[config.mk]
export PLATFORM = sky130hd
export DESIGN_NAME = jk_seq_ctrl_flat
export DESIGN_NICKNAME = d
export VERILOG_FILES = /design/src/rtl/jk_seq_ctrl_if.sv /design/src/rtl/jk_seq_ctrl.sv /design/src/flat_wrapper.sv
export SDC_FILE = /design/constraint.sdc
export NUM_CORES = 1
export LEC_CHECK = 0
export ABC_CLOCK_PERIOD_IN_PS = 1800
export CAP_MARGIN = 10
export CELL_PAD_IN_SITES_DETAIL_PLACEMENT = 0
export CELL_PAD_IN_SITES_GLOBAL_PLACEMENT = 2
export CORE_ASPECT_RATIO = 1.1
export CORE_MARGIN = 1.5
export CORE_UTILIZATION = 27
export CTS_CLUSTER_SIZE = 24
export DETAILED_ROUTE_END_ITERATION = 16
export MAX_ROUTING_LAYER = met4
export PLACE_DENSITY_LB_ADDON = 0.15
export SYNTH_ARGS = -nofsm -noshare
export SYNTH_HDL_FRONTEND = slang
export SYNTH_SLANG_ARGS = --single-unit
[constraint.sdc]
create_clock -name clk -period 1.8 [get_ports clk]
set_clock_uncertainty 0.05 [all_clocks]
set_input_delay 0.36 -clock clk [delete_from_list [all_inputs] [get_ports clk]]
set_output_delay 0.36 -clock clk [all_outputs]
set_load 0.005 [all_outputs]
[src/rtl/jk_seq_ctrl_if.sv]
// ---------------------------------------------------------------------------
// jk_seq_ctrl_if -- command channel of the JK sequencing controller.
//
// Handshake: a command transfers on a rising clk edge where cmd_valid and
// cmd_ready are both 1. The master keeps cmd_op/cmd_data/cmd_len stable while
// cmd_valid is high; the slave samples them only on the transfer edge and
// ignores every later change. cmd_ready is low whenever the slave is busy.
//
// Signals:
//   cmd_valid  master -> slave  command present
//   cmd_ready  slave -> master  slave can accept a command
//   cmd_op     master -> slave  3-bit opcode
//   cmd_data   master -> slave  load value / toggle mask (WIDTH bits)
//   cmd_len    master -> slave  count length, 0 encodes 16
// ---------------------------------------------------------------------------
interface jk_seq_ctrl_if #(
  parameter int WIDTH = 4
) ();

  logic             cmd_valid;
  logic             cmd_ready;
  logic [2:0]       cmd_op;
  logic [WIDTH-1:0] cmd_data;
  logic [3:0]       cmd_len;

  modport master (
    output cmd_valid,
    output cmd_op,
    output cmd_data,
    output cmd_len,
    input  cmd_ready
  );

  modport slave (
    input  cmd_valid,
    input  cmd_op,
    input  cmd_data,
    input  cmd_len,
    output cmd_ready
  );

endinterface

[src/rtl/jk_seq_ctrl.sv]
// ---------------------------------------------------------------------------
// jk_seq_ctrl -- drives the J/K inputs of WIDTH external JK flip-flops.
//
// Commands arrive on a valid/ready channel and either apply one J/K pattern
// for a single cycle (NOP, CLEAR, SET, LOAD, TOGGLE) or run a ripple-style
// binary counter on the cells for N cycles (COUNT_UP, optionally COUNT_DOWN),
// recomputing the toggle pattern every cycle from the fed-back cell outputs.
// The cells update on the falling edge of clk, so q_fb is settled before the
// next rising edge where it is used.
//
// Ports:
//   clk        single clock, rising edge
//   rst_n      synchronous active-low reset
//   cmd        command channel (jk_seq_ctrl_if.slave)
//   q_fb       Q outputs of the JK cells
//   jk         cell i gets J on jk[2i+1], K on jk[2i] (registered)
//   busy       command in progress (registered)
//   done       one-cycle pulse at command completion (registered)
//   state_dbg  current FSM state encoding (IDLE=0, APPLY=1, COUNT=2)
//
// Build option: define JK_SEQ_DOWN_COUNT_EN to enable opcode 110 COUNT_DOWN.
// Without it, opcode 110 behaves as NOP.
// ---------------------------------------------------------------------------
module jk_seq_ctrl #(
  parameter int WIDTH = 4
) (
  input  logic               clk,
  input  logic               rst_n,
  jk_seq_ctrl_if.slave       cmd,
  input  logic [WIDTH-1:0]   q_fb,
  output logic [2*WIDTH-1:0] jk,
  output logic               busy,
  output logic               done,
  output logic [1:0]         state_dbg
);

  typedef enum logic [1:0] {
    ST_IDLE  = 2'd0,
    ST_APPLY = 2'd1,
    ST_COUNT = 2'd2
  } state_e;

  localparam logic [2:0] OP_NOP   = 3'b000;
  localparam logic [2:0] OP_CLEAR = 3'b001;
  localparam logic [2:0] OP_SET   = 3'b010;
  localparam logic [2:0] OP_LOAD  = 3'b011;
  localparam logic [2:0] OP_TOG   = 3'b100;
  localparam logic [2:0] OP_UP    = 3'b101;
  localparam logic [2:0] OP_DOWN  = 3'b110;

  state_e             state_q, state_d;
  logic [2*WIDTH-1:0] jk_q, jk_d;
  logic               busy_q, busy_d;
  logic               done_q, done_d;
  logic [4:0]         remaining_q, remaining_d;
  logic               down_q, down_d;

  logic               cmd_ready_w;
  logic               accept;
  logic [4:0]         len_n;

  // Interleave per-cell J and K bits into the jk bus.
  function automatic logic [2*WIDTH-1:0] jk_pack(input logic [WIDTH-1:0] j,
                                                 input logic [WIDTH-1:0] k);
    logic [2*WIDTH-1:0] r;
    r = '0;
    for (int i = 0; i < WIDTH; i++) begin
      r[2*i+1] = j[i];
      r[2*i]   = k[i];
    end
    return r;
  endfunction

  // Cells to toggle for one counter step: cell 0 always, cell i when every
  // lower cell is 1 (up) or 0 (down). Wrap-around falls out naturally.
  function automatic logic [WIDTH-1:0] toggle_mask(input logic [WIDTH-1:0] q,
                                                   input logic down);
    logic [WIDTH-1:0] t;
    logic             carry;
    t     = '0;
    carry = 1'b1;
    for (int i = 0; i < WIDTH; i++) begin
      t[i]  = carry;
      carry = carry & (down ? ~q[i] : q[i]);
    end
    return t;
  endfunction

  // Ready is held low during reset so nothing can be accepted on the
  // release boundary.
  assign cmd_ready_w = (state_q == ST_IDLE) && rst_n;
  assign accept      = cmd.cmd_valid && cmd_ready_w;
  assign len_n       = (cmd.cmd_len == 4'd0) ? 5'd16 : {1'b0, cmd.cmd_len};

  always_comb begin
    state_d     = state_q;
    jk_d        = '0;
    busy_d      = busy_q;
    done_d      = 1'b0;
    remaining_d = remaining_q;
    down_d      = down_q;

    unique case (state_q)
      ST_IDLE: begin
        if (accept) begin
          busy_d  = 1'b1;
          state_d = ST_APPLY;
          unique case (cmd.cmd_op)
            OP_CLEAR: jk_d = jk_pack('0, '1);
            OP_SET:   jk_d = jk_pack('1, '0);
            OP_LOAD:  jk_d = jk_pack(cmd.cmd_data, ~cmd.cmd_data);
            OP_TOG:   jk_d = jk_pack(cmd.cmd_data, cmd.cmd_data);
            OP_UP: begin
              // The accept edge already drives the first of N patterns.
              state_d     = ST_COUNT;
              remaining_d = len_n;
              down_d      = 1'b0;
              jk_d        = jk_pack(toggle_mask(q_fb, 1'b0),
                                    toggle_mask(q_fb, 1'b0));
            end
`ifdef JK_SEQ_DOWN_COUNT_EN
            OP_DOWN: begin
              state_d     = ST_COUNT;
              remaining_d = len_n;
              down_d      = 1'b1;
              jk_d        = jk_pack(toggle_mask(q_fb, 1'b1),
                                    toggle_mask(q_fb, 1'b1));
            end
`else
            OP_DOWN:  jk_d = '0;
`endif
            // NOP and the reserved opcode run the APPLY flow with hold.
            default:  jk_d = '0;
          endcase
        end
      end

      ST_APPLY: begin
        jk_d    = '0;
        done_d  = 1'b1;
        busy_d  = 1'b0;
        state_d = ST_IDLE;
      end

      ST_COUNT: begin
        // remaining counts patterns still owed including the one already
        // on jk; reaching 1 means the last pattern has been applied.
        if (remaining_q <= 5'd1) begin
          jk_d        = '0;
          done_d      = 1'b1;
          busy_d      = 1'b0;
          remaining_d = 5'd0;
          state_d     = ST_IDLE;
        end else begin
          remaining_d = remaining_q - 5'd1;
          jk_d        = jk_pack(toggle_mask(q_fb, down_q),
                                toggle_mask(q_fb, down_q));
        end
      end

      default: begin
        busy_d  = 1'b0;
        state_d = ST_IDLE;
      end
    endcase
  end

  always_ff @(posedge clk) begin
    if (!rst_n) begin
      state_q     <= ST_IDLE;
      jk_q        <= '0;
      busy_q      <= 1'b0;
      done_q      <= 1'b0;
      remaining_q <= 5'd0;
      down_q      <= 1'b0;
    end else begin
      state_q     <= state_d;
      jk_q        <= jk_d;
      busy_q      <= busy_d;
      done_q      <= done_d;
      remaining_q <= remaining_d;
      down_q      <= down_d;
    end
  end

  assign cmd.cmd_ready = cmd_ready_w;
  assign jk            = jk_q;
  assign busy          = busy_q;
  assign done          = done_q;
  assign state_dbg     = state_q;

  // Structural invariants of the FSM and its registered outputs.
  a_busy_matches_state: assert property (@(posedge clk) disable iff (!rst_n)
    busy_q == (state_q != ST_IDLE));
  a_done_only_idle: assert property (@(posedge clk) disable iff (!rst_n)
    done_q |-> (state_q == ST_IDLE));
  a_count_has_work: assert property (@(posedge clk) disable iff (!rst_n)
    (state_q == ST_COUNT) |-> (remaining_q != 5'd0));

endmodule

[src/flat_wrapper.sv]
// flat-port wrapper written by rule: the top's interface ports become plain ports
module jk_seq_ctrl_flat 
#(
  parameter int WIDTH = 4
)
  (clk, rst_n, q_fb, jk, busy, done, state_dbg, cmd_cmd_valid, cmd_cmd_op, cmd_cmd_data, cmd_cmd_len, cmd_cmd_ready);
  jk_seq_ctrl_if #(.WIDTH(WIDTH)) cmd_i ();
  input  logic clk;
  input  logic rst_n;
  input  logic [WIDTH-1:0] q_fb;
  output logic [2*WIDTH-1:0] jk;
  output logic busy;
  output logic done;
  output logic [1:0] state_dbg;
  input wire logic [$bits(cmd_i.cmd_valid)-1:0] cmd_cmd_valid;
  input wire logic [$bits(cmd_i.cmd_op)-1:0] cmd_cmd_op;
  input wire logic [$bits(cmd_i.cmd_data)-1:0] cmd_cmd_data;
  input wire logic [$bits(cmd_i.cmd_len)-1:0] cmd_cmd_len;
  output wire logic [$bits(cmd_i.cmd_ready)-1:0] cmd_cmd_ready;
  assign cmd_i.cmd_valid = cmd_cmd_valid;
  assign cmd_i.cmd_op = cmd_cmd_op;
  assign cmd_i.cmd_data = cmd_cmd_data;
  assign cmd_i.cmd_len = cmd_cmd_len;
  assign cmd_cmd_ready = cmd_i.cmd_ready;
  jk_seq_ctrl #(.WIDTH(WIDTH)) u_core (.clk(clk), .rst_n(rst_n), .cmd(cmd_i), .q_fb(q_fb), .jk(jk), .busy(busy), .done(done), .state_dbg(state_dbg));
endmodule
# ---- Yosys cells after proc, flatten, opt, wreduce, memory -nomap -nowiden
# Index checks and enable logic that the tools add are counted.
dict set report totals {
  regBits 17
  inputBits 18
  output_inout_bits 13
  elab_cells 45
}
dict set report classes {
  add_sub_neg 1
  n_lt_le_gt_ge 1
  eq_ne 10
  n_mux 18
  bitwise_logic 3
  n_reduce_logical 7
}
# operator n
set ops {}
lappend ops {{8-bit one-hot mux with 5 select lines} 1}
lappend ops {{5-bit two-way mux} 4}
lappend ops {{8-bit two-way mux} 2}
lappend ops {{8-bit one-hot mux with 2 select lines} 1}
lappend ops {{5-bit one-hot mux with 2 select lines} 1}
lappend ops {{3-bit by 2-bit == test with 1-bit output (second input constant)} 2}
lappend ops {{3-bit == test (second input constant)} 2}
lappend ops {{2-bit two-way mux} 3}
lappend ops {{5-bit by 1-bit less-or-equal comparator with 1-bit output (second input constant)} 1}
lappend ops {{5-bit by 1-bit subtractor with 5-bit output (second input constant)} 1}
lappend ops {{4-bit zero test} 1}
lappend ops {{2-bit by 1-bit != test with 1-bit output (second input constant)} 2}
lappend ops {{4-bit NOT} 1}
lappend ops {{1-bit one-hot mux with 2 select lines} 2}
lappend ops {{2-bit one-hot mux with 2 select lines} 1}
lappend ops {{3-bit by 1-bit == test with 1-bit output (second input constant)} 1}
lappend ops {{1-bit two-way mux} 3}
lappend ops {{3-bit AND reduction} 1}
lappend ops {{1-bit bitwise AND} 2}
lappend ops {{2-bit by 1-bit == test with 1-bit output (second input constant)} 1}
lappend ops {{2-bit == test (second input constant)} 1}
lappend ops {{1-bit logical AND} 2}
lappend ops {{2-bit zero test} 1}
lappend ops {{2-bit != test (second input constant)} 1}
lappend ops {{other kinds (2)} 2}

# ---- Depth between registers and ports, before layout
dict set report logic_depth {
  word_depth 5
  ltp_mapped 8
  ltp_nobuf 6
}

# ---- Worst setup path before layout
# Ideal clock, no wire load.
dict set report synth_path {
  kind {reg-to-reg}
  startpoint {register u_core.state_q[0], in the netlist u_core.state_dbg[0]}
  endpoint {register u_core.remaining_q[2]}
  setup_ns 0.120
  arrival_time_ns 1.447
  required_ns 1.630
  path_slack_ns 0.183
  stages_incl_launch_ff 9
  path_buffers 2
  period_less_slack_ns 1.617
  cell_sequence {dfxtp_1 inv_1 ha_1 buf_6 and2_1 buf_2 o2bb2ai_4 a21boi_1 o31a_1}
}
dict set report synth_via {
  elab_chain_len 5
  word_cells_on_any_way 9
  classes_between {3 x eq/ne; 1 x mux; 5 x reduce/logical}
}
# item line
set synth_rtl {}
lappend synth_rtl {{from (decl)} jk_seq_ctrl.sv:51} ;# state_e state_q, state_d;
lappend synth_rtl {{from (signal assigned)} jk_seq_ctrl.sv:177} ;# state_q <= state_d;
lappend synth_rtl {{2-bit zero test} jk_seq_ctrl.sv:91} ;# assign cmd_ready_w = (state_q == ST_IDLE) && rst_n;
lappend synth_rtl {{1-bit logical AND} jk_seq_ctrl.sv:91}
lappend synth_rtl {{net cmd_cmd_ready} flat_wrapper.sv:19} ;# output wire logic [$bits(cmd_i.cmd_ready)-1:0] cmd_cmd_ready;
lappend synth_rtl {{1-bit logical AND} jk_seq_ctrl.sv:92} ;# assign accept = cmd.cmd_valid && cmd_ready_w;
lappend synth_rtl {{2-bit by 1-bit != test with 1-bit output (no line)} n/a}
lappend synth_rtl {{3-bit AND reduction (no line)} n/a}
lappend synth_rtl {{to (signal assigned)} jk_seq_ctrl.sv:181} ;# remaining_q <= remaining_d;
lappend synth_rtl {{to (decl)} jk_seq_ctrl.sv:55} ;# logic [4:0] remaining_q, remaining_d;
# The timed path passes the listed nets, and every way through them passes these cells.
# A chain may end at the register's enable or synchronous reset.

# ---- Final worst setup path
dict set report layout_path {
  startpoint {input port cmd_cmd_op[2]}
  endpoint {register u_core.remaining_q[4]}
}
dict set report layout_via {
  elab_chain_len 3
}
# item line
set layout_rtl {}
lappend layout_rtl {{from (decl)} flat_wrapper.sv:16} ;# input wire logic [$bits(cmd_i.cmd_op)-1:0] cmd_cmd_op;
lappend layout_rtl {{3-bit == test} jk_seq_ctrl.sv:108} ;# unique case (cmd.cmd_op)
lappend layout_rtl {{2-bit != test (no line)} n/a}
lappend layout_rtl {{3-bit AND reduction (no line)} n/a}
# Every way passes these cells.

==> flow_metrics.env <==
export IMPL_crit_buf_inv=1
export IMPL_cp_top_family="buffers and inverters"
export IMPL_hold_viol_final=0
export IMPL_finalCritPeriodShare_pct=93.78
export IMPL_syn_nets=166
export IMPL_holdBufCountCts=0
export IMPL_switchingPower_mw=0.2535
export IMPL_path_class="input port to register"
export IMPL_drv_slew=0
export IMPL_place_congestion=0.8378
export IMPL_cp_arrival_ns=1.79
export IMPL_syn_avg_cell_area_um2=8.216
export IMPL_ys_top_cells_by_area="dfxtp_1 (29%), a21oi_1 (7.2%), ha_1 (5.3%)"
export IMPL_antenna_found_initial=0
export IMPL_p_comb_share_pct=24.3
export IMPL_clock_latency_ns=0.25
export IMPL_placed_area_um2=1624
export IMPL_maxSlewHeadroom_pct=79.00
export IMPL_hpwl_um=2548
export IMPL_first_global_vias=1146
export IMPL_p_int_mw=0.6625
export IMPL_maxCapViolCount=0
export IMPL_grt_pass1_wl_um=5264
export IMPL_rows=24
export IMPL_synth_seq_area_share_pct=28.97
export IMPL_io_pins=31
export IMPL_power_per_cell_area_nw_per_um2=546.3
export IMPL_viasPerCell=4.946
export IMPL_drc_errors=0
export IMPL_synth_cells=143
export IMPL_multi_input_area_um2=732.0
export IMPL_ys_warn_count=0
export IMPL_grt_setup_unrepaired="no"
export IMPL_period_needed_ns=1.688
export IMPL_drive_gt1_share_pct=19.05
export IMPL_peakVddDrop_v=0.0001657
export IMPL_cts_root_buf="clkbuf_8"
export IMPL_ant_nets=0
export IMPL_die_h_um=72.19
export IMPL_cts_sinks=17
export IMPL_cts_buffers=3
export IMPL_cts_max_level=1
export IMPL_grt_usage_pct=14.75
export IMPL_setup_viol=0
export IMPL_die_area_um2=4757
export IMPL_wire_per_inst_um=13.41
export IMPL_p_leak_nw=0.6463
export IMPL_hp_class="register to register"
export IMPL_ys_types=48
export IMPL_tightestPinTransition_ns=0.3121
export IMPL_drt_wl_total_um=3232
export IMPL_slowest_delay_ns=0.56
export IMPL_synthFlopType="dfxtp_1"
export IMPL_cts_setup_buffers=0
export IMPL_start_kind="input port"
export IMPL_area_delta_synth_final_pct=42.71
export IMPL_ys_ff_latch=17
export IMPL_switching_share_pct=27.67
export IMPL_drt_iter0_drc=76
export IMPL_clk_path_buf_depth=2
export IMPL_cp_end_kind="register"
export IMPL_whs_ns=0.4353
export IMPL_seqCellArea_um2=340.3
export IMPL_outcome="completed"
export IMPL_tns_ns=0
export IMPL_synth_edf_count=0
export IMPL_clkPwrFrac_pct=32.9
export IMPL_netlist_area_um2=1175
export IMPL_start_util_pct=28.98
export IMPL_required_ns=1.90
export IMPL_seq_power_share_pct=42.8
export IMPL_coreArea_um2=4054
export IMPL_die_x_um=65.90
export IMPL_port_buffers=29
export IMPL_ys_async_sr_fraction_pct=0
export IMPL_grt_overflow=0
export IMPL_n_antenna_cell=0
export IMPL_clkTransAtPathRegs_ns=0.07
export IMPL_cp_cell_sequence="clkdlybuf4s50_1, and4b_4, o2bb2ai_4, o21ai_0, a32o_1"
export IMPL_netlist_area_leader_share_pct=28.97
export IMPL_crit_path_max_fanout=7
export IMPL_nets=213
export IMPL_fin_util_pct=41.36
export IMPL_p_total_mw=0.9159
export IMPL_grt_max_degree=15
export IMPL_final_area_um2=1677
export IMPL_drt_pass1_iterations=4
export IMPL_yosysTopAreaCell="dfxtp_1"
export IMPL_cpMaxStageDelayCell="clkdlybuf4s50_1"
export IMPL_max_freq_mhz=592.4
export IMPL_cts_tree="built"
export IMPL_nFillCells=443
export IMPL_route_vias_total=1192
-- worst register-to-register path, stage by stage (launching register included) --
cell and delay, ns:
dfxtp_1 0.44, ha_1 0.19, o21ba_2 0.18, o21ai_4 0.26
o21ai_0 0.13, a32o_1 0.21
-- cell type report --
class / instances / share of cell area (%)
Tap cell: 52 / 3.881
Multi-Input combinational cell: 107 / 43.66
Clock buffer: 3 / 2.463
Sequential cell: 17 / 20.30
Timing Repair Buffer: 50 / 26.79
Inverter: 11 / 2.463
Clock inverter: 1 / 0.4478
-- placed cells by master (no fill, tap or decap), types with 3 or more instances in the layout --
master            n
nand4_1           3
nor2b_1           3
nand3_1           5
nand2_1           7
nand2b_1          3
clkbuf_8          3
buf_4            21
clkdlybuf4s50_1  27
a21oi_1          17
a21o_1            3
dfxtp_1          17
inv_1            11
a21boi_0          3
nor2_1            8
ha_1              5
o21ai_0          12
-- routing by layer --
metal,vias up,GRT usage [%],wire (um)
li1,613,-,-
met1,550,17.25,1426
met2,27,25.93,1688
met3,2,1.395,83
met4,0,5.556,34
met5,-,-,0
-- registers in the layout, indices dropped and copies added (netlist names) --
name / count
u_core.jk: 8
u_core.remaining_q: 5
u_core.state_dbg: 2
u_core.busy: 1
u_core.done: 1
-- path summary, 6_finish.rpt --
| path | slack, ns | start | cells past startpoint | endpoint |
|---|---|---|---|---|
| worst max-delay path | 0.11 | cmd_cmd_op[2] | 5 | u_core.remaining_q[4]$_SDFFE_PN0P_ |
| worst min-delay path | 0.44 | u_core.busy$_SDFFE_PN0P_ | 2 | u_core.busy$_SDFFE_PN0P_ |
| worst max register to register | 0.23 | u_core.remaining_q[0]$_SDFFE_PN0P_ | 5 | u_core.remaining_q[3]$_SDFFE_PN0P_ |
| worst min register to register | 0.44 | u_core.busy$_SDFFE_PN0P_ | 2 | u_core.busy$_SDFFE_PN0P_ |
-- synthesized netlist by cell type (all sizes together), types with 2 or more instances --
| master | number |
|---|---|
| o21ai | 14 |
| nor3 | 2 |
| and2 | 2 |
| buf | 5 |
| ha | 5 |
| o22ai | 2 |
| a21boi | 4 |
| dfxtp | 17 |
| nand2 | 8 |
| o31ai | 2 |
| inv | 11 |
| a32o | 2 |
| a21o | 3 |
| nand2b | 3 |
| clkbuf | 3 |
| nand3 | 5 |
| a22oi | 2 |
| nor2 | 8 |
| nor3b | 2 |
| nand4 | 3 |
| o2bb2ai | 2 |
| nor4 | 2 |
| nor2b | 3 |
| a21oi | 17 |
-- stage by stage --
stage | std cells | worst slack [ns]
after floorplan | 143 | 0.1833
after global placement | 237 | -0.1756
after detailed placement | 237 | -0.2026
after CTS | 241 | 0.06715
after global routing | 241 | 0.04699
final | 241 | 0.1120
-- power by group through the flow --
stage	Sequential, mW	Combinational (mW)	Clock (mW)
final	0.392	0.222	0.301
after global routing	0.394	0.244	0.332
after CTS	0.392	0.224	0.313
after global placement	0.401	0.223	0
after floorplan	0.403	0.109	0
after detailed placement	0.401	0.223	0
-- repair_timing --
item / 4_1_cts / 5_1_grt
gates resized for setup: 2 / 1
pin swaps: 0 / 0
setup endpoints to repair: 1 / 1
-- cell families (layout without fill, tap and decap cells) --
group / Yosys count / in the layout / share of synthesized area [%]
flip-flops: 17 / 17 / 28.97
AND/OR/NAND/NOR: 45 / 45 / 22.15
multiplexers: 1 / 1 / 0.8520
buffers and inverters: 19 / 65 / 8.945
adder cells (fa/ha/maj): 5 / 5 / 5.325
AO/OA/AOI/OAI: 56 / 56 / 33.76
Power figures use the tool's default switching activity.
